===== config.mk =====
export PLATFORM = sky130hd
export DESIGN_NAME = alu_result_stage
export DESIGN_NICKNAME = d
export VERILOG_FILES = /design/src/rtl/alu_result_stage_pkg.sv /design/src/rtl/alu_result_stage_decadj.sv /design/src/rtl/alu_result_stage.sv
export SDC_FILE = /design/constraint.sdc
export NUM_CORES = 1
export LEC_CHECK = 0
export ABC_AREA = 1
export CORE_ASPECT_RATIO = 0.7
export CORE_MARGIN = 2
export CORE_UTILIZATION = 35
export DETAILED_ROUTE_END_ITERATION = 7
export PLACE_DENSITY = 0.78
export SLEW_MARGIN = 10
export SYNTH_ARGS = -nofsm -noshare
export SYNTH_HDL_FRONTEND = slang
export SYNTH_SLANG_ARGS = --single-unit

===== constraint.sdc =====
create_clock -name clk -period 1.2 [get_ports clk]
set_input_delay 0.18 -clock clk [delete_from_list [all_inputs] [get_ports clk]]
set_output_delay 0.18 -clock clk [all_outputs]
set_load 0.005 [all_outputs]

===== src/rtl/alu_result_stage_pkg.sv =====
// Shared 6502 status-register definitions: flag bit positions, flag_sel codes, P image helpers.
// Pure declarations; no timing and no flow control.
package alu_result_stage_pkg;

    localparam int FLAG_C = 0;
    localparam int FLAG_Z = 1;
    localparam int FLAG_I = 2;
    localparam int FLAG_D = 3;
    localparam int FLAG_B = 4;
    localparam int FLAG_U = 5;
    localparam int FLAG_V = 6;
    localparam int FLAG_N = 7;

    typedef enum logic [1:0] {
        SEL_C = 2'd0,
        SEL_I = 2'd1,
        SEL_D = 2'd2,
        SEL_V = 2'd3
    } flag_sel_e;

    // Only the six real flags are stored; B and bit 5 exist only on the pushed image.
    typedef struct packed {
        logic n;
        logic v;
        logic d;
        logic i;
        logic z;
        logic c;
    } flags_t;

    function automatic flags_t unpack_p(input logic [7:0] img);
        flags_t f;
        f.n = img[FLAG_N];
        f.v = img[FLAG_V];
        f.d = img[FLAG_D];
        f.i = img[FLAG_I];
        f.z = img[FLAG_Z];
        f.c = img[FLAG_C];
        return f;
    endfunction

    function automatic logic [7:0] pack_p(input flags_t f, input logic b);
        return {f.n, f.v, 1'b1, b, f.d, f.i, f.z, f.c};
    endfunction

endpackage


===== src/rtl/alu_result_stage_decadj.sv =====
// One nibble of BCD correction: +6 after a decimal add carry, +10 (-6) after a decimal sub borrow.
// Purely combinational, no flow control; wraps modulo 16 with no carry out.
module decadj_nibble (
    input  logic [3:0] nib_i,
    input  logic       carry_i,
    input  logic       add_en_i,
    input  logic       sub_en_i,
    output logic [3:0] nib_o
);

    always_comb begin
        nib_o = nib_i;
        if (add_en_i && carry_i) begin
            nib_o = nib_i + 4'd6;
        end else if (sub_en_i && !carry_i) begin
            nib_o = nib_i + 4'd10;
        end
    end

endmodule


===== src/rtl/alu_result_stage.sv =====
// ALU result hold register with decimal correction, plus ownership of status register P.
// Single-cycle: inputs sampled on an edge are visible after it; no backpressure, one result per cycle.
module alu_result_stage
    import alu_result_stage_pkg::*;
#(
    parameter bit         CMOS    = 1'b1,
    parameter logic [7:0] P_RESET = 8'h34
) (
    input  logic       clk,
    input  logic       reset,
    input  logic       res_valid,
    input  logic [7:0] alu_out,
    input  logic       alu_carry,
    input  logic       alu_hcarry,
    input  logic       alu_ovf,
    input  logic       is_adc,
    input  logic       is_sbc,
    input  logic       upd_nz,
    input  logic       upd_c,
    input  logic       upd_v,
    input  logic       bit_op,
    input  logic       load_p,
    input  logic [7:0] db_in,
    input  logic       flag_wr,
    input  logic [1:0] flag_sel,
    input  logic       flag_val,
    input  logic       brk_push,
    input  logic       brk_ack,
    output logic [7:0] hold_out,
    output logic       hold_valid,
    output logic [7:0] p_out,
    output logic       c_flag,
    output logic       d_flag,
    output logic       i_flag,
    output logic       z_flag,
    output logic       n_flag,
    output logic       v_flag
);

    flags_t     p_q, p_d;
    logic [7:0] hold_q, hold_d;
    logic       hold_valid_q;
    logic [7:0] adj;
    logic [7:0] nz_src;
    logic       dec_add, dec_sub;

    // Both opcode strobes at once is illegal; resolve it as ADC.
    assign dec_add = p_q.d & is_adc;
    assign dec_sub = p_q.d & is_sbc & ~is_adc;

    decadj_nibble u_adj_lo (
        .nib_i    (alu_out[3:0]),
        .carry_i  (alu_hcarry),
        .add_en_i (dec_add),
        .sub_en_i (dec_sub),
        .nib_o    (adj[3:0])
    );

    decadj_nibble u_adj_hi (
        .nib_i    (alu_out[7:4]),
        .carry_i  (alu_carry),
        .add_en_i (dec_add),
        .sub_en_i (dec_sub),
        .nib_o    (adj[7:4])
    );

    assign nz_src = CMOS ? adj : alu_out;
    assign hold_d = res_valid ? adj : hold_q;

    // Later assignments override earlier ones, so statement order encodes per-flag priority.
    always_comb begin
        p_d = p_q;
        if (res_valid) begin
            if (upd_c) p_d.c = alu_carry;
            if (upd_v) p_d.v = alu_ovf;
            if (upd_nz) begin
                p_d.n = nz_src[7];
                p_d.z = (nz_src == 8'h00);
            end
            if (bit_op) begin
                p_d.n = db_in[7];
                p_d.v = db_in[6];
                p_d.z = (alu_out == 8'h00);
            end
        end
        if (flag_wr) begin
            case (flag_sel_e'(flag_sel))
                SEL_C:   p_d.c = flag_val;
                SEL_I:   p_d.i = flag_val;
                SEL_D:   p_d.d = flag_val;
                SEL_V:   p_d.v = flag_val;
                default: p_d = p_d;
            endcase
        end
        if (brk_ack) begin
            p_d.i = 1'b1;
            if (CMOS) p_d.d = 1'b0;
        end
        if (load_p) p_d = unpack_p(db_in);
    end

    always_ff @(posedge clk or posedge reset) begin
        if (reset) begin
            p_q          <= unpack_p(P_RESET);
            hold_q       <= 8'h00;
            hold_valid_q <= 1'b0;
        end else begin
            p_q          <= p_d;
            hold_q       <= hold_d;
            hold_valid_q <= res_valid;
        end
    end

    assign hold_out   = hold_q;
    assign hold_valid = hold_valid_q;
    assign p_out      = pack_p(p_q, brk_push);
    assign c_flag     = p_q.c;
    assign d_flag     = p_q.d;
    assign i_flag     = p_q.i;
    assign z_flag     = p_q.z;
    assign n_flag     = p_q.n;
    assign v_flag     = p_q.v;

    a_adc_sbc_exclusive: assert property (@(posedge clk) disable iff (reset)
        !(res_valid && is_adc && is_sbc));

endmodule


==> insert_results.sql <==
INSERT INTO impl_metrics (metric_group, metric, value, unit) VALUES
('outcome', 'outcome', 'complete, but fails checks', ''),
('outcome', 'failed_checks', 'negative setup slack', ''),
('min_path', 'worstHoldPathType', 'in2async', ''),
('global_routing', 'grt_pass1_vias', '1188', ''),
('setup_path', 'worst_ep_required_time', '1.40', 'ns'),
('setup_path', 'reg2reg_from', 'd_flag', ''),
('setup_path', 'timing.reg2reg.worst_path_depth', '11', ''),
('global_routing', 'antenna_found_initial', '0', ''),
('synth', 'syn_area', '0.00107', 'mm^2'),
('die', 'top_level_ports', '58', ''),
('setup_path', 'regToRegSetupSlack', '-0.23', 'ns'),
('setup_path', 'end_kind', 'flop', ''),
('placement', 'dp_hpwl', '2370', 'um'),
('global_routing', 'global_route.usage.total', '0.192', ''),
('setup_path', 'critPathLaunchType', 'flop', ''),
('power', 'ir_drop', '0.428', 'mV'),
('setup_path', 'crit_arrival', '1.63', 'ns'),
('synth', 'synth_seq_cells', '15', ''),
('clock_network', 'cts-buffers-inserted', '3', ''),
('clock_network', 'worst_skew_pair.late_latency', '0.26', 'ns'),
('synth', 'number_of_standard_cells_after_synthesis', '153', ''),
('final_layout', 'syn2layout_area_growth', '75.1', '%'),
('die', 'dieArea', '0.00353', 'mm^2'),
('synth', 'synth_area_in_simple_gates', '0.337', ''),
('power', 'total_power_consumption', '1.58', 'mW'),
('synth', 'synth_compound_gate_area_share', '0.125', ''),
('power', 'power.static_leakage', '0.990', 'nW'),
('synth', 'yosys.cell_types.count', '24', ''),
('clock_network', 'tritoncts_num_sinks', '15', ''),
('detailed_routing', 'drt-wirelength-per-cell', '11.6', 'um'),
('synth', 'synth_xor_area_frac', '0', ''),
('global_routing', 'grt_max_degree', '12', ''),
('clock_network', 'ctsLongestPathBuffers', '2', ''),
('clock_network', 'clkSlewWorstSetupHoldPaths', '0.06', 'ns'),
('synth', 'fraction_of_synthesis_flops_using_an_asynchronous_set_or_reset_pin', '1.00', ''),
('global_routing', 'grt.overflow.total', '0', ''),
('detailed_routing', 'drt_first_pass_iters', '4', ''),
('setup_path', 'crit-reg2reg-capture', 'z_flag', ''),
('synth', 'synth_edf_count', '0', ''),
('clock_network', 'cts.htree.levels', '1', ''),
('die', 'coreArea', '0.00286', 'mm^2'),
('synth', 'synthAdderAreaFrac', '0.0467', ''),
('die', 'number_of_placement_rows', '16', ''),
('die', 'dieWidth', '70.2', 'um'),
('sta', 'timing.fmax', '699', 'MHz'),
('final_layout', 'antennaDiodeCount', '0', ''),
('synth', 'synth_nets', '192', ''),
('sta', 'final_max_slew_viols', '0', ''),
('detailed_routing', 'vias_per_cell', '4.76', ''),
('setup_path', 'worstPathMaxFanout', '5', ''),
('final_layout', 'layout-drive-gt1-share', '0.250', ''),
('sta', 'finalCritPeriodShare', '1.19', ''),
('synth', 'avgSynthCellArea', '7.01', 'um^2'),
('sta', 'setup_repair_after_global_routing_missed_its_margin', 'true', ''),
('synth', 'number_of_warnings_reported_in_the_yosys_synthesis_log', '0', ''),
('detailed_routing', 'route.final.wire_length', '3120', 'um'),
('die', 'start_util', '0.375', ''),
('detailed_routing', 'drtAntennaViolNets', '0', ''),
('sta', 'timing.final.hold_violations', '0', ''),
('clock_network', 'post_cts_hold_buffer_count', '0', ''),
('clock_network', 'cts.root.buffer_cell', 'sky130_fd_sc_hd__clkbuf_8', ''),
('synth', 'synth-seq-area-share', '0.351', ''),
('sta', 'finalWorstSetupSlack', '-0.232', 'ns'),
('die', 'die_h', '50.3', 'um'),
('synth', 'post_synth_mux_area_share', '0', ''),
('synth', 'ys_dominant_reg_cell', 'sky130_fd_sc_hd__dfrtp_1', ''),
('sta', 'worst_clock_skew', '0.00207', 'ns'),
('placement', 'placement.io_buffers', '52', ''),
('sta', 'final.min_clock_period', '1.43', 'ns'),
('sta', 'final-setup-viol-count', '7', ''),
('final_layout', 'layout.nets', '272', '');
==> Yosys cell counts, types with 2 or more instances <==
cell type                  instances
sky130_fd_sc_hd__o31ai_1           2
sky130_fd_sc_hd__nand4_1           3
sky130_fd_sc_hd__buf_4             8
sky130_fd_sc_hd__o21ai_0           9
sky130_fd_sc_hd__nand3_2           2
sky130_fd_sc_hd__nand2_2           3
sky130_fd_sc_hd__nand2_1          41
sky130_fd_sc_hd__inv_1            21
sky130_fd_sc_hd__dfrtp_1          14
sky130_fd_sc_hd__a31oi_1           2
sky130_fd_sc_hd__nand3_1          13
sky130_fd_sc_hd__clkbuf_1          2
sky130_fd_sc_hd__o211ai_1          3
sky130_fd_sc_hd__or2_2             2
sky130_fd_sc_hd__nor2_1           12
sky130_fd_sc_hd__a22oi_1           2
sky130_fd_sc_hd__ha_1              4
sky130_fd_sc_hd__a21oi_1           3
sky130_fd_sc_hd__nor3_1            2
==> kinds of logic (layout without fill, tap and decap cells) <==
group	after synthesis	in the layout
and+or+nand+nor	80	80
buffers and inverters	31	110
AOI/OAI and AO/OA	22	22
DFF	15	15
adders and majority gates	4	4
other	1	1
==> metrics by stage <==
step                 util  setup slack [ns]  cell area [um^2]  std cells  TNS, ns
floorplan               -           -0.0463              1080        153  -0.0463
global placement    0.605            -0.600              1730        251    -3.71
detailed placement  0.605            -0.625              1730        251    -3.85
CTS                 0.648            -0.180              1850        266   -0.803
global route        0.656            -0.356              1880        268    -1.51
finish              0.656            -0.232              1880        268   -0.996
==> power breakdown <==
group          switching, mW  leakage [nW]  internal, mW
logic                  0.238         0.787         0.327
clock network          0.193        0.0255         0.231
registers             0.0327         0.177         0.561
==> metal layers <==
layer | part of all wire | track usage | vias to the layer above | routed length, um
met5 | 0 | 0 | - | 0
met4 | 0.014 | 0.0673 | 0 | 45
met3 | 0.082 | 0.0743 | 5 | 257
met2 | 0.44 | 0.298 | 46 | 1360
met1 | 0.47 | 0.245 | 569 | 1460
li1 | - | - | 655 | -
==> sequential cells by signal (all words and copies together) (netlist names) <==
register and cells:
c_flag 1, hold_valid 1, z_flag 1, hold_out 8, v_flag 1, d_flag 1
i_flag 1, n_flag 1
==> area by class of cell <==
class / instances / area (um^2)
clock buffer: 3 / 41.3
timing repair buffer: 85 / 748
multi-input combinational: 107 / 582
inverter: 21 / 78.8
sequential: 15 / 378
tap: 36 / 45.0
fill: 266 / 985
clock inverter: 1 / 5.00
==> repair_timing <==
action | 4_1_cts | 5_1_grt
pin swaps | 6 | 10
buffers inserted | 11 | 2
gates resized for setup | 38 | 14
setup endpoints to repair | 27 | 13
hold endpoints to repair | 0 | 0
==> placed cells by master (no fill, tap or decap) <==
master / n
sky130_fd_sc_hd__a21oi_1: 3
sky130_fd_sc_hd__a22oi_1: 2
sky130_fd_sc_hd__a31oi_1: 2
sky130_fd_sc_hd__a32oi_1: 1
sky130_fd_sc_hd__buf_4: 28
sky130_fd_sc_hd__buf_6: 5
sky130_fd_sc_hd__clkbuf_2: 3
sky130_fd_sc_hd__clkbuf_8: 3
sky130_fd_sc_hd__clkdlybuf4s15_1: 2
sky130_fd_sc_hd__clkdlybuf4s50_1: 25
sky130_fd_sc_hd__clkinv_2: 1
sky130_fd_sc_hd__conb_1: 1
sky130_fd_sc_hd__dfrtp_1: 13
sky130_fd_sc_hd__dfrtp_2: 1
sky130_fd_sc_hd__dfstp_2: 1
sky130_fd_sc_hd__dlygate4sd2_1: 21
sky130_fd_sc_hd__dlymetal6s2s_1: 1
sky130_fd_sc_hd__ha_1: 4
sky130_fd_sc_hd__inv_1: 21
sky130_fd_sc_hd__nand2_1: 39
sky130_fd_sc_hd__nand2_2: 5
sky130_fd_sc_hd__nand3_1: 10
sky130_fd_sc_hd__nand3_2: 5
sky130_fd_sc_hd__nand4_1: 3
sky130_fd_sc_hd__nor2_1: 11
sky130_fd_sc_hd__nor2_2: 1
sky130_fd_sc_hd__nor2_4: 1
sky130_fd_sc_hd__nor3_1: 2
sky130_fd_sc_hd__nor4_1: 1
sky130_fd_sc_hd__o211ai_1: 3
sky130_fd_sc_hd__o21ai_0: 4
sky130_fd_sc_hd__o21ai_1: 3
sky130_fd_sc_hd__o21ai_2: 2
sky130_fd_sc_hd__o31ai_1: 2
sky130_fd_sc_hd__or2_2: 1
sky130_fd_sc_hd__or2_4: 1
==> worst max path at each step <==
stage	startpoint	endpoint	slack, ns	cells past startpoint
CTS	d_flag	z_flag	-0.18	12
global route	d_flag	z_flag	-0.36	12
floorplan	d_flag	z_flag	-0.05	11
detailed placement	alu_out[5]	z_flag	-0.63	10
finish	d_flag	z_flag	-0.23	11
global placement	alu_out[5]	z_flag	-0.60	10
==> critical path: stages (launching register included) <==
cell and delay, ns:
sky130_fd_sc_hd__dfrtp_2 0.41, sky130_fd_sc_hd__nand2_2 0.07, sky130_fd_sc_hd__nor2_4 0.16, sky130_fd_sc_hd__nand2_2 0.11
sky130_fd_sc_hd__buf_4 0.15, sky130_fd_sc_hd__nand3_2 0.05, sky130_fd_sc_hd__nand3_2 0.07, sky130_fd_sc_hd__nor2_1 0.10
sky130_fd_sc_hd__nand3_1 0.09, sky130_fd_sc_hd__nand2_1 0.06, sky130_fd_sc_hd__nand2_1 0.04, sky130_fd_sc_hd__nand2_1 0.05
Power figures use the tool's default switching activity.
